--- src/rtl/mips_pkg.sv ---
// Shared definitions for the MIPS pipeline front end: datapath width,
// the NOP encoding, instruction field positions and the next-PC select codes.
package mips_pkg;

    localparam int XLEN = 32;

    // All-zero word decodes as sll $0,$0,0, which has no architectural effect
    localparam logic [XLEN-1:0] NOP = 32'h0000_0000;

    // Instruction field positions
    localparam int OPCODE_MSB = 31;
    localparam int OPCODE_LSB = 26;
    localparam int INDEX_MSB  = 25;
    localparam int INDEX_LSB  = 0;
    localparam int INDEX_W    = INDEX_MSB - INDEX_LSB + 1;

    // Source of the next PC value
    typedef enum logic [1:0] {
        PCSEL_SEQ  = 2'd0,
        PCSEL_BR   = 2'd1,
        PCSEL_J    = 2'd2,
        PCSEL_HOLD = 2'd3
    } pcsel_e;

    // J-type target: upper nibble of the delay-slot PC, 26-bit index, word aligned
    function automatic logic [XLEN-1:0] jump_target(
        input logic [XLEN-1:0]    pc_plus4,
        input logic [INDEX_W-1:0] index
    );
        return {pc_plus4[XLEN-1:XLEN-4], index, 2'b00};
    endfunction

    // Clears the byte offset so the PC can never become misaligned
    function automatic logic [XLEN-1:0] word_align(input logic [XLEN-1:0] addr);
        return {addr[XLEN-1:2], 2'b00};
    endfunction

endpackage

--- src/rtl/if_stage_if_id_reg.sv ---
// IF/ID pipeline register: captures the fetched instruction and its PC+4.
// Flush squashes the contents to a NOP bubble and takes priority over a
// held (write-disabled) register, so a redirect always clears the slot.
module if_id_reg
    import mips_pkg::*;
#(
    parameter logic [XLEN-1:0] NOP_INSTR = NOP
) (
    input  logic            clk,
    input  logic            reset,
    input  logic            write_en_i,
    input  logic            flush_i,
    input  logic [XLEN-1:0] instr_i,
    input  logic [XLEN-1:0] pc_plus4_i,
    output logic [XLEN-1:0] instr_o,
    output logic [XLEN-1:0] pc_plus4_o,
    output logic            valid_o
);

    logic [XLEN-1:0] instr_q,    instr_d;
    logic [XLEN-1:0] pc_plus4_q, pc_plus4_d;
    logic            valid_q,    valid_d;

    // Next contents: flush beats capture, capture beats hold
    always_comb begin
        instr_d    = instr_q;
        pc_plus4_d = pc_plus4_q;
        valid_d    = valid_q;
        if (flush_i) begin
            instr_d    = NOP_INSTR;
            pc_plus4_d = '0;
            valid_d    = 1'b0;
        end else if (write_en_i) begin
            instr_d    = instr_i;
            pc_plus4_d = pc_plus4_i;
            valid_d    = 1'b1;
        end
    end

    // Register update with synchronous reset to an empty bubble
    always_ff @(posedge clk) begin
        if (reset) begin
            instr_q    <= NOP_INSTR;
            pc_plus4_q <= '0;
            valid_q    <= 1'b0;
        end else begin
            instr_q    <= instr_d;
            pc_plus4_q <= pc_plus4_d;
            valid_q    <= valid_d;
        end
    end

    assign instr_o    = instr_q;
    assign pc_plus4_o = pc_plus4_q;
    assign valid_o    = valid_q;

endmodule

--- src/rtl/if_stage.sv ---
// Instruction-fetch stage: owns the PC, addresses the asynchronous-read
// instruction memory and loads the IF/ID register one cycle later.
// Redirects (branch, then jump) override a hazard stall on the PC.
// Optional macro FETCH_PERF_CNT_EN adds fetch/bubble performance counters.
module if_stage
    import mips_pkg::*;
#(
    parameter logic [XLEN-1:0] RESET_PC  = 32'h0000_0000,
    parameter logic [XLEN-1:0] NOP_INSTR = NOP
) (
    input  logic               clk,
    input  logic               reset,
    input  logic               pc_write,
    input  logic               ifid_write,
    input  logic               ifid_flush,
    input  logic               branch_taken,
    input  logic [XLEN-1:0]    branch_target,
    input  logic               jump,
    input  logic [INDEX_W-1:0] jump_index,
    output logic [XLEN-1:0]    imem_addr,
    input  logic [XLEN-1:0]    imem_instr,
    output logic [XLEN-1:0]    pc,
    output logic [XLEN-1:0]    if_id_pc_plus4,
    output logic [XLEN-1:0]    if_id_instr,
    output logic               if_id_valid
`ifdef FETCH_PERF_CNT_EN
    ,
    output logic [31:0]        fetch_count,
    output logic [31:0]        bubble_count
`endif
);

    logic [XLEN-1:0] pc_q, pc_d;
    logic [XLEN-1:0] pc_plus4;
    pcsel_e          pc_sel;

    // Sequential address wraps naturally at 2^32
    assign pc_plus4  = pc_q + 32'd4;
    assign imem_addr = pc_q;
    assign pc        = pc_q;

    // Next-PC source: the older branch beats the younger jump, and both beat a stall
    always_comb begin
        pc_sel = PCSEL_HOLD;
        if (branch_taken) begin
            pc_sel = PCSEL_BR;
        end else if (jump) begin
            pc_sel = PCSEL_J;
        end else if (pc_write) begin
            pc_sel = PCSEL_SEQ;
        end
    end

    // Next-PC mux; redirect targets are word aligned so the low bits stay 0
    always_comb begin
        pc_d = pc_q;
        case (pc_sel)
            PCSEL_SEQ:  pc_d = pc_plus4;
            PCSEL_BR:   pc_d = word_align(branch_target);
            PCSEL_J:    pc_d = jump_target(if_id_pc_plus4, jump_index);
            PCSEL_HOLD: pc_d = pc_q;
            default:    pc_d = pc_q;
        endcase
    end

    // PC register with synchronous reset to the boot address
    always_ff @(posedge clk) begin
        if (reset) begin
            pc_q <= RESET_PC;
        end else begin
            pc_q <= pc_d;
        end
    end

    if_id_reg #(
        .NOP_INSTR (NOP_INSTR)
    ) u_if_id_reg (
        .clk        (clk),
        .reset      (reset),
        .write_en_i (ifid_write),
        .flush_i    (ifid_flush),
        .instr_i    (imem_instr),
        .pc_plus4_i (pc_plus4),
        .instr_o    (if_id_instr),
        .pc_plus4_o (if_id_pc_plus4),
        .valid_o    (if_id_valid)
    );

`ifdef FETCH_PERF_CNT_EN
    logic [31:0] fetch_count_q, fetch_count_d;
    logic [31:0] bubble_count_q, bubble_count_d;

    // A real load counts as a fetch; a squash or a held slot counts as a bubble
    always_comb begin
        fetch_count_d  = fetch_count_q;
        bubble_count_d = bubble_count_q;
        if (ifid_flush || !ifid_write) begin
            bubble_count_d = bubble_count_q + 32'd1;
        end else begin
            fetch_count_d = fetch_count_q + 32'd1;
        end
    end

    // Counter registers, cleared by reset and wrapping at 2^32
    always_ff @(posedge clk) begin
        if (reset) begin
            fetch_count_q  <= '0;
            bubble_count_q <= '0;
        end else begin
            fetch_count_q  <= fetch_count_d;
            bubble_count_q <= bubble_count_d;
        end
    end

    assign fetch_count  = fetch_count_q;
    assign bubble_count = bubble_count_q;
`endif

endmodule

--- config.mk ---
export PLATFORM = sky130hd
export DESIGN_NAME = if_stage
export DESIGN_NICKNAME = d
export VERILOG_FILES = /design/src/rtl/mips_pkg.sv /design/src/rtl/if_stage_if_id_reg.sv /design/src/rtl/if_stage.sv
export SDC_FILE = /design/constraint.sdc
export NUM_CORES = 1
export LEC_CHECK = 0
export ABC_AREA = 1
export CORE_ASPECT_RATIO = 0.6
export CORE_UTILIZATION = 45
export DETAILED_ROUTE_END_ITERATION = 10
export PLACE_DENSITY = 0.94
export SETUP_SLACK_MARGIN = 0.3
export SLEW_MARGIN = 20
export SYNTH_ARGS = -nofsm -noshare
export SYNTH_HDL_FRONTEND = slang
export SYNTH_SLANG_ARGS = --single-unit
--- constraint.sdc ---
create_clock -name clk -period 2.2 [get_ports clk]
set_input_delay 0.33 -clock clk [delete_from_list [all_inputs] [get_ports clk]]
set_output_delay 0.33 -clock clk [all_outputs]
set_load 0.02 [all_outputs]
==> key figures, run 1 <==
Synth
  • Synth top area share: 38.71%
  • Area leader, netlist: dfxtp_1
  • Mapped Area: 4810 sq um
  • Syn_area_per_cell: 6.607 sq um
  • Ys Warns: 0
  • Synth Register Bits: 93
  • Syn Inst Count: 728
  • Cell variety after synth: 29
  • Top post-synthesis cells by area: dfxtp_1 (39%), nand2_1 (17%), a21oi_1 (8.8%)
  • Sequential area share after synthesis: 38.71%

CTS
  • CTS H-Tree Depth: 3
  • Hold Buf Count CTS: 0
  • CTS buffer count: 9
  • Root Driver: clkbuf_16
  • Worst skew pair latency: 330 ps
  • Post-CTS sizing: 0
  • Clk buf depth: 2
  • Setup bufs post-CTS: 0
  • Clock sinks: 93
  • CTS tree: done
  • Clock slew at reported path FFs: 70 ps

Setup path
  • FF-to-FF path depth: 7
  • CP Capture Type: primary output
  • Setup Crit Path Kind: reg -> out
  • Critical Path AT: 1510 ps
  • Worst path depth: 1
  • Slowest stage cell, crit path: clkdlybuf4s50_1
  • Highest net fanout along the worst path: 7
  • CP max stage delay: 680 ps
  • Crit path buffers/inverters: 1
  • WP data required: 1870 ps
  • CP cell instances: clkdlybuf4s50_1
  • CP top delay family: buffers and inverters
  • Crit start category: register

Global routing
  • First-pass GRT wire length: 23880 um
  • Vias in the first global route: 4808
  • Initial antenna violation count: 0
  • GR Overflow Total: 0
  • GRT Util Overall: 27.78%
  • Largest net degree at the start of global routing: 56

Detailed routing
  • Mean routed wirelength per cell: 14.72 um
  • Iteration-0 DRC Markers: 404
  • Via count: 5343
  • Final wirelength: 15330 um
  • DRC: 0
  • Vias per cell: 5.133
  • DR pass1 iterations: 5
  • Post-route ant nets: 0

Die
  • Die Area: 11120 sq um
  • Chip height: 82.08 um
  • Row count: 28
  • Top Ports: 226
  • Die extent in x: 135.5 um
  • Core area: 10120 sq um
  • Initial Util: 47.50%

Power
  • Pwr Density: 616.8 nW/um^2
  • Leakage power: 2.951 nW
  • Peak VDD IR: 0.0004662 V

Run status
  • Outcome: complete, no violations

STA
  • Final critical-path required period: 1839 ps
  • Unrepaired setup endpoints after global routing: yes
  • Final Hold Vio Count: 0
  • Final setup TNS: 0 ps
  • Final hold slack: 461.1 ps
  • Tcrit/Tclk final: 83.57%
  • Count of pins over their slew limit: 0
  • Final setup viols: 0
  • Fin Clk Skew: 7.934 ps
  • Peak Freq: 543.9 MHz

Cells and area
  • Area grow syn2layout: 49.32%
  • Most frequent cells in the layout: nand2_1 (220), clkdlybuf4s50_1 (216), dfxtp_1 (93)
  • Ratio of cells with drive above 1 in the final layout: 5.188%
  • Final net count: 999
  • # diodes: 0
  • Commonest non-fill, non-tap cell in the layout: nand2_1

Place
  • GPL Wtd Cong: 0.9735
  • # port buffers: 217
  • Final HPWL DP: 11540 um

Worst hold path
  • Class of the worst hold path: reg -> reg
  • Cell count of the worst hold path: 2

Job
  • Max-cap violations: 0
registers in the layout (all words and copies together) (netlist names):
signal                  cells
u_if_id_reg.instr_o        32
imem_addr                  30
u_if_id_reg.pc_plus4_o     30
u_if_id_reg.valid_o         1
metrics by stage:
stage	std cells	total power [W]	worst slack (ps)	util (%)	cell area, sq um
after floorplan	733	0.002398	529.2	-	4828
after global placement	1025	0.002846	366.1	67.84	6869
after detailed placement	1025	0.002864	333.8	67.84	6869
after CTS	1041	0.004451	362.5	70.88	7177
after global routing	1041	0.004622	294.3	70.93	7182
final	1041	0.004430	361.4	70.93	7182
per-layer routing:
metal / global-route usage [%] / vias to the layer above / share of wire (%)
li1: - / 2614 / -
met2: 46.46 / 284 / 47
met1: 35.05 / 2435 / 41
met5: 0 / - / 0
met3: 9.383 / 10 / 11
met4: 5.393 / 0 / 0.58
layout make-up:
cell class / instances / area [sq um]
clock inverters: 7 / 82.58
inverters: 53 / 198.9
well taps: 135 / 168.9
flip-flops and latches: 93 / 1862
repair buffers: 230 / 2302
multi-input cells: 514 / 2342
fillers: 833 / 2943
clock buffers: 9 / 225.2
synth_stat cells:
cell,number
or2_1,1
dfxtp_1,93
nor2_1,79
clkinv_1,1
a21o_1,1
xor2_1,11
a22oi_1,2
xnor2_1,4
ha_1,1
conb_1,1
clkbuf_1,28
inv_1,50
inv_2,2
a21oi_1,85
buf_2,2
nand2_2,2
nand2_1,220
o21ai_1,10
nor2_2,7
buf_4,37
buf_1,4
a31oi_1,9
o21ai_0,46
nor2_4,4
a211oi_1,4
nand3_1,14
and2_1,3
nand3b_1,5
buf_6,2
kinds of logic (layout without fill, tap and decap cells):
kind of cell	count (synthesis)	count (layout)	synth area share (%)
AOI/OAI and AO/OA	157	157	16.94
xor gates and xnor gates	15	15	2.731
adders and majority gates	1	1	0.2601
buffers and inverters	126	299	13.09
DFF	93	93	38.71
other	1	6	0.07797
and+or+nand+nor	335	335	28.20
report_power, final:
part | internal, W | switching [W]
registers | 0.00177 | 0.000101
clock network | 0.000898 | 0.000699
logic | 0.000476 | 0.000489
final timing paths:
check / startpoint / to / slack (ps)
hold / removal: u_if_id_reg.instr_o[20] / u_if_id_reg.instr_o[20] / 460
setup reg to reg: imem_addr[14] / u_if_id_reg.pc_plus4_o[15] / 430
hold reg to reg: u_if_id_reg.instr_o[20] / u_if_id_reg.instr_o[20] / 460
setup / recovery: imem_addr[23] / pc[23] / 360
(Power assumes the default switching activity.)
==> run 2: changes to the inputs <==
--- a/config.mk
+++ b/config.mk
@@ -7,9 +7,9 @@
 export LEC_CHECK = 0
 export ABC_AREA = 1
 export CORE_ASPECT_RATIO = 0.6
-export CORE_UTILIZATION = 45
+export CORE_UTILIZATION = 42
 export DETAILED_ROUTE_END_ITERATION = 10
-export PLACE_DENSITY = 0.94
+export PLACE_DENSITY = 0.89
 export SETUP_SLACK_MARGIN = 0.3
 export SLEW_MARGIN = 20
 export SYNTH_ARGS = -nofsm -noshare
==> constraint.sdc (replaced) <==
create_clock -name clk -period 1.8 [get_ports clk]
set_input_delay 0.27 -clock clk [delete_from_list [all_inputs] [get_ports clk]]
set_output_delay 0.27 -clock clk [all_outputs]
set_load 0.02 [all_outputs]
==> key figures, run 2 (synthesized netlist as in run 1, its figures left out) <==
Global routing
  • Largest net degree at the start of global routing: 59
  • First-pass GRT wire length: 25880 um
  • GRT Util Overall: 28.09%
  • Initial antenna violation count: 0
  • Vias in the first global route: 4958
  • GR Overflow Total: 0

STA
  • Fin Clk Skew: 7.963 ps
  • Final setup viols: 0
  • Final hold slack: 458.9 ps
  • Tcrit/Tclk final: 89.15%
  • Unrepaired setup endpoints after global routing: yes
  • Final Hold Vio Count: 0
  • Peak Freq: 623.1 MHz
  • Count of pins over their slew limit: 0
  • Final critical-path required period: 1605 ps

Cells and area
  • Most frequent cells in the layout: nand2_1 (198), dlygate4sd2_1 (113), clkdlybuf4s50_1 (93)
  • # diodes: 0
  • Commonest non-fill, non-tap cell in the layout: nand2_1
  • Max FFs per register: 32
  • Area grow syn2layout: 57.75%
  • Ratio of cells with drive above 1 in the final layout: 17.09%
  • Final net count: 1029

CTS
  • Worst skew pair latency: 340 ps
  • CTS buffer count: 9
  • Clock sinks: 93
  • CTS H-Tree Depth: 3
  • CTS tree: done
  • Clk buf depth: 2
  • Clock slew at reported path FFs: 70 ps
  • Root Driver: clkbuf_16

Place
  • Final HPWL DP: 12380 um
  • # port buffers: 217
  • GPL Wtd Cong: 0.9704

Detailed routing
  • Post-route ant nets: 0
  • Vias per cell: 5.056
  • Via count: 5435
  • Final wirelength: 16940 um
  • Iteration-0 DRC Markers: 391
  • DRC: 0
  • DR pass1 iterations: 5
  • Mean routed wirelength per cell: 15.75 um

Setup path
  • Crit start category: register
  • Slowest stage cell, crit path: dfxtp_4
  • WP data required: 2030 ps
  • Setup Crit Path Kind: reg -> reg
  • CP cell instances: ha_4 -> nand2_4 -> nor2_4 -> nand2_4 -> nor2_4 -> nand2_1 -> nand2_1 -> nand2_2 -> o21ai_1 -> inv_1
  • CP Capture Type: register
  • Highest net fanout along the worst path: 5
  • Worst R2R Start: imem_addr[2]
  • Critical Path AT: 1840 ps
  • CP max stage delay: 370 ps
  • Crit path buffers/inverters: 1
  • Crit path launch: imem_addr[2]
  • CP top delay family: simple AND/OR/NAND/NOR gates

Power
  • Total power: 0.005382 W
  • Leakage power: 3.657 nW
  • Peak VDD IR: 0.0005233 V
  • Pwr Density: 709.3 nW/um^2

Die
  • Row count: 29
  • Core area: 10850 sq um
  • Initial Util: 44.33%
  • Die Area: 11900 sq um
  • Chip height: 84.89 um
  • Top Ports: 226
  • Die extent in x: 140.2 um

Run status
  • Outcome: complete, no violations

Job
  • Max-cap violations: 0

Worst hold path
  • Class of the worst hold path: reg -> reg
  • Worst hold start: u_if_id_reg.instr_o[28]
run 2: cell count changes in the layout (fill, tap and decap cells not counted), sizes merged:
cell,change
inv,-2
clkdlybuf4s15,+7
dlygate4sd2,+113
clkbuf,+5
buf,+30
clkdlybuf4s50,-123
run 2: area by class of cell:
type,instances,area (sq um)
clock buffer,11,232.7
multi-input combinational,514,2639
clock inverter,5,58.81
sequential,93,1913
tap,139,173.9
fill,930,3262
timing repair buffer,260,2366
inverter,53,203.9
run 2: timing repair:
item	4_1_cts	5_1_grt
buffers inserted	3	10
gates cloned	0	0
resized for setup	164	83
hold buffers	0	0
pin swaps	11	33
endpoints found under the setup margin	161	64
run 2: per-stage QoR:
| step | instance area, sq um | setup TNS [ps] | setup slack, ps | std cells | util (%) |
|---|---|---|---|---|---|
| 6_report | 7587 | 0 | 195.2 | 1075 | 69.93 |
| 5_1_grt | 7587 | 0 | 143.1 | 1075 | 69.93 |
| 4_1_cts | 7282 | 0 | 249.4 | 1065 | 67.12 |
| 3_5_place_dp | 7013 | -112.9 | -41.36 | 1046 | 64.64 |
| 3_3_place_gp | 7013 | 0 | 17.81 | 1046 | 64.64 |
| 2_1_floorplan | 4852 | 0 | 300.5 | 733 | - |
run 2: worst paths after layout:
kind                                              endpoint  slack, ps  depth (start not counted)
worst min register to register     u_if_id_reg.instr_o[28]        460                          2
worst max register to register  u_if_id_reg.pc_plus4_o[20]        200                         10
worst min-delay path               u_if_id_reg.instr_o[28]        460                          2
worst max-delay path            u_if_id_reg.pc_plus4_o[20]        200                         10
run 2: power breakdown:
group | internal [W] | total (W) | leakage, nW | switching (W)
Sequential | 0.00217 | 0.00229 | 0.773 | 0.000121
Combinational | 0.000537 | 0.00121 | 2.75 | 0.000669
Clock | 0.00108 | 0.00189 | 0.136 | 0.000808
run 2: tightest hold or removal path: cells and delay by family (launching register included):
kind | cells | cell delay, ps
flip-flops | 1 | 310
AND/OR/NAND/NOR | 1 | 60
AO/OA/AOI/OAI | 1 | 50
run 2: routing by layer:
| metal | global-route usage, % | up-vias | share of wire, % |
|---|---|---|---|
| met5 | 0 | - | 0 |
| met3 | 10.33 | 15 | 12 |
| li1 | - | 2684 | - |
| met1 | 38.73 | 2450 | 44 |
| met4 | 5.594 | 0 | 0.84 |
| met2 | 42.05 | 286 | 43 |
==> edit, RTL diff (settings of run 1) <==
Add a define of `FETCH_PERF_CNT_EN`.
--- a/src/rtl/if_stage.sv
+++ b/src/rtl/if_stage.sv
@@ -2,6 +2,8 @@
 // instruction memory and loads the IF/ID register one cycle later.
 // Redirects (branch, then jump) override a hazard stall on the PC.
 // Optional macro FETCH_PERF_CNT_EN adds fetch/bubble performance counters.
+`define FETCH_PERF_CNT_EN
+
 module if_stage
     import mips_pkg::*;
 #(
Function (old outputs only; new: bubble_count and fetch_count): kept (equiv_simple and equiv_induct, registers matched by name and starting in step).
==> edit against run 1 <==
- worst setup slack worse by 0.055 ns
- highest routed layer unchanged
- power rose by 57%
- final area is 63% higher
- via count up 74%
- sequential cell count increased by 64
- global-route usage rose by 1.6 points
- routed wire length increased by 84%
- synthesized area up 71%
==> edit: results (changes against run 1) <==
[worst_setup_path]
cp_max_fo=6  ; -1
cpMaxStageDelayCell=dfxtp_4

[global_routing]
grt_max_degree=71  ; +27%
grt_util_met3_pct=10.3  ; +0.90 points
grt_pass1_wl_um=44100  ; +85%
grtUsageMet1_pct=39.7  ; +4.7 points
grtUsageMet2_pct=44.6  ; -1.8 points
grt_pass1_vias=8626  ; +79%

[synth]
seq_area_frac_synth_pct=38.2  ; -0.49 points
ys_top_cells_by_count=334 x nand2_1, 196 x nor2_1, 157 x dfxtp_1
synthTopCellsByArea=dfxtp_1 38%, nand2_1 15%, nor2_1 8.9%
synth_fa_ha_area_share_pct=0.456  ; +0.20 points
synth_compound_area_share_pct=14.5  ; -2.4 points
netlist_instances=1234  ; +70%
synthXorXnorAreaFrac_pct=2.02  ; -0.71 points

[power]
p_leak_nw=5.05  ; +71%
ir_drop_uv=471  ; +0.99%

[clock_tree]
cts_buffers=17  ; +8
insertion_delay_ns=0.41  ; +0.08 ns
htreeDepth=4  ; +1

[run_status]
status=completed

[place]
place_ws_ns=0.174  ; -0.160 ns
dp_hpwl_um=20800  ; +80%
place_congestion=0.983  ; +1.0%

[sta]
finClkSkew_ns=0.0135  ; +0.00552 ns

[finish]
nets=1575  ; +58%

[routing]
wl_um=28200  ; +84%
drt-met1-wl_um=12000  ; +90%
wl_per_cell_um=16.4  ; +11%
wl_met2_um=12200  ; +70%

[hold_path]
min_path_type=input pin to flip-flop

edit: logic make-up (layout without fill, tap and decap cells):
logic type | count (synthesis) | in the layout
AND/OR/NAND/NOR | 643 | 643
AO/OA/AOI/OAI | 213 | 213
buffers and inverters | 198 | 447
flip-flops | 157 | 157
XOR/XNOR | 19 | 19
adder cells (fa/ha/maj) | 3 | 3
other | 1 | 6
edit: metrics by stage:
stage          area [um^2]  utilization, %  hold WS, ns
2_1_floorplan         8240               -        0.470
3_3_place_gp         11100            63.2        0.447
3_5_place_dp         11100            63.2        0.454
4_1_cts              11600            66.3        0.394
5_1_grt              11700            67.0        0.425
6_report             11700            67.0        0.414
edit: worst paths after layout:
path,from,endpoint,slack [ns],cells after the start
worst max register to register,imem_addr[2],u_if_id_reg.pc_plus4_o[30],0.31,10
worst max-delay path,imem_addr[2],u_if_id_reg.pc_plus4_o[30],0.31,10
worst min register to register,u_if_id_reg.instr_o[17],u_if_id_reg.instr_o[17],0.47,2
worst min-delay path,ifid_write,fetch_count[27],0.41,5
edit: timing repair:
item / 4_1_cts / 5_1_grt
resized for setup: 15 / 45
pin swaps: 0 / 1
endpoints found under the setup margin: 21 / 62
edit: final cells by class:
cell class	instances	area (um^2)
Clock inverter	12	103
Timing Repair Buffer	300	3050
Inverter	115	432
Multi-Input combinational cell	884	4230
Fill cell	1483	5780
Sequential cell	157	3150
Tap cell	234	293
Clock buffer	20	457
edit: worst max-delay path, delay by kind of cell, from the launching register on:
kind	cells	cell delay, ns
buffers and inverters	1	0.07
and+or+nand+nor	7	0.94
DFF	1	0.39
adders and majority gates	1	0.18
AOI/OAI and AO/OA	1	0.20
edit: report_power, final:
group          switching, mW  internal (mW)
logic                  0.570          0.494
registers              0.117           2.93
clock network           1.29           1.53
total                   1.97           4.96
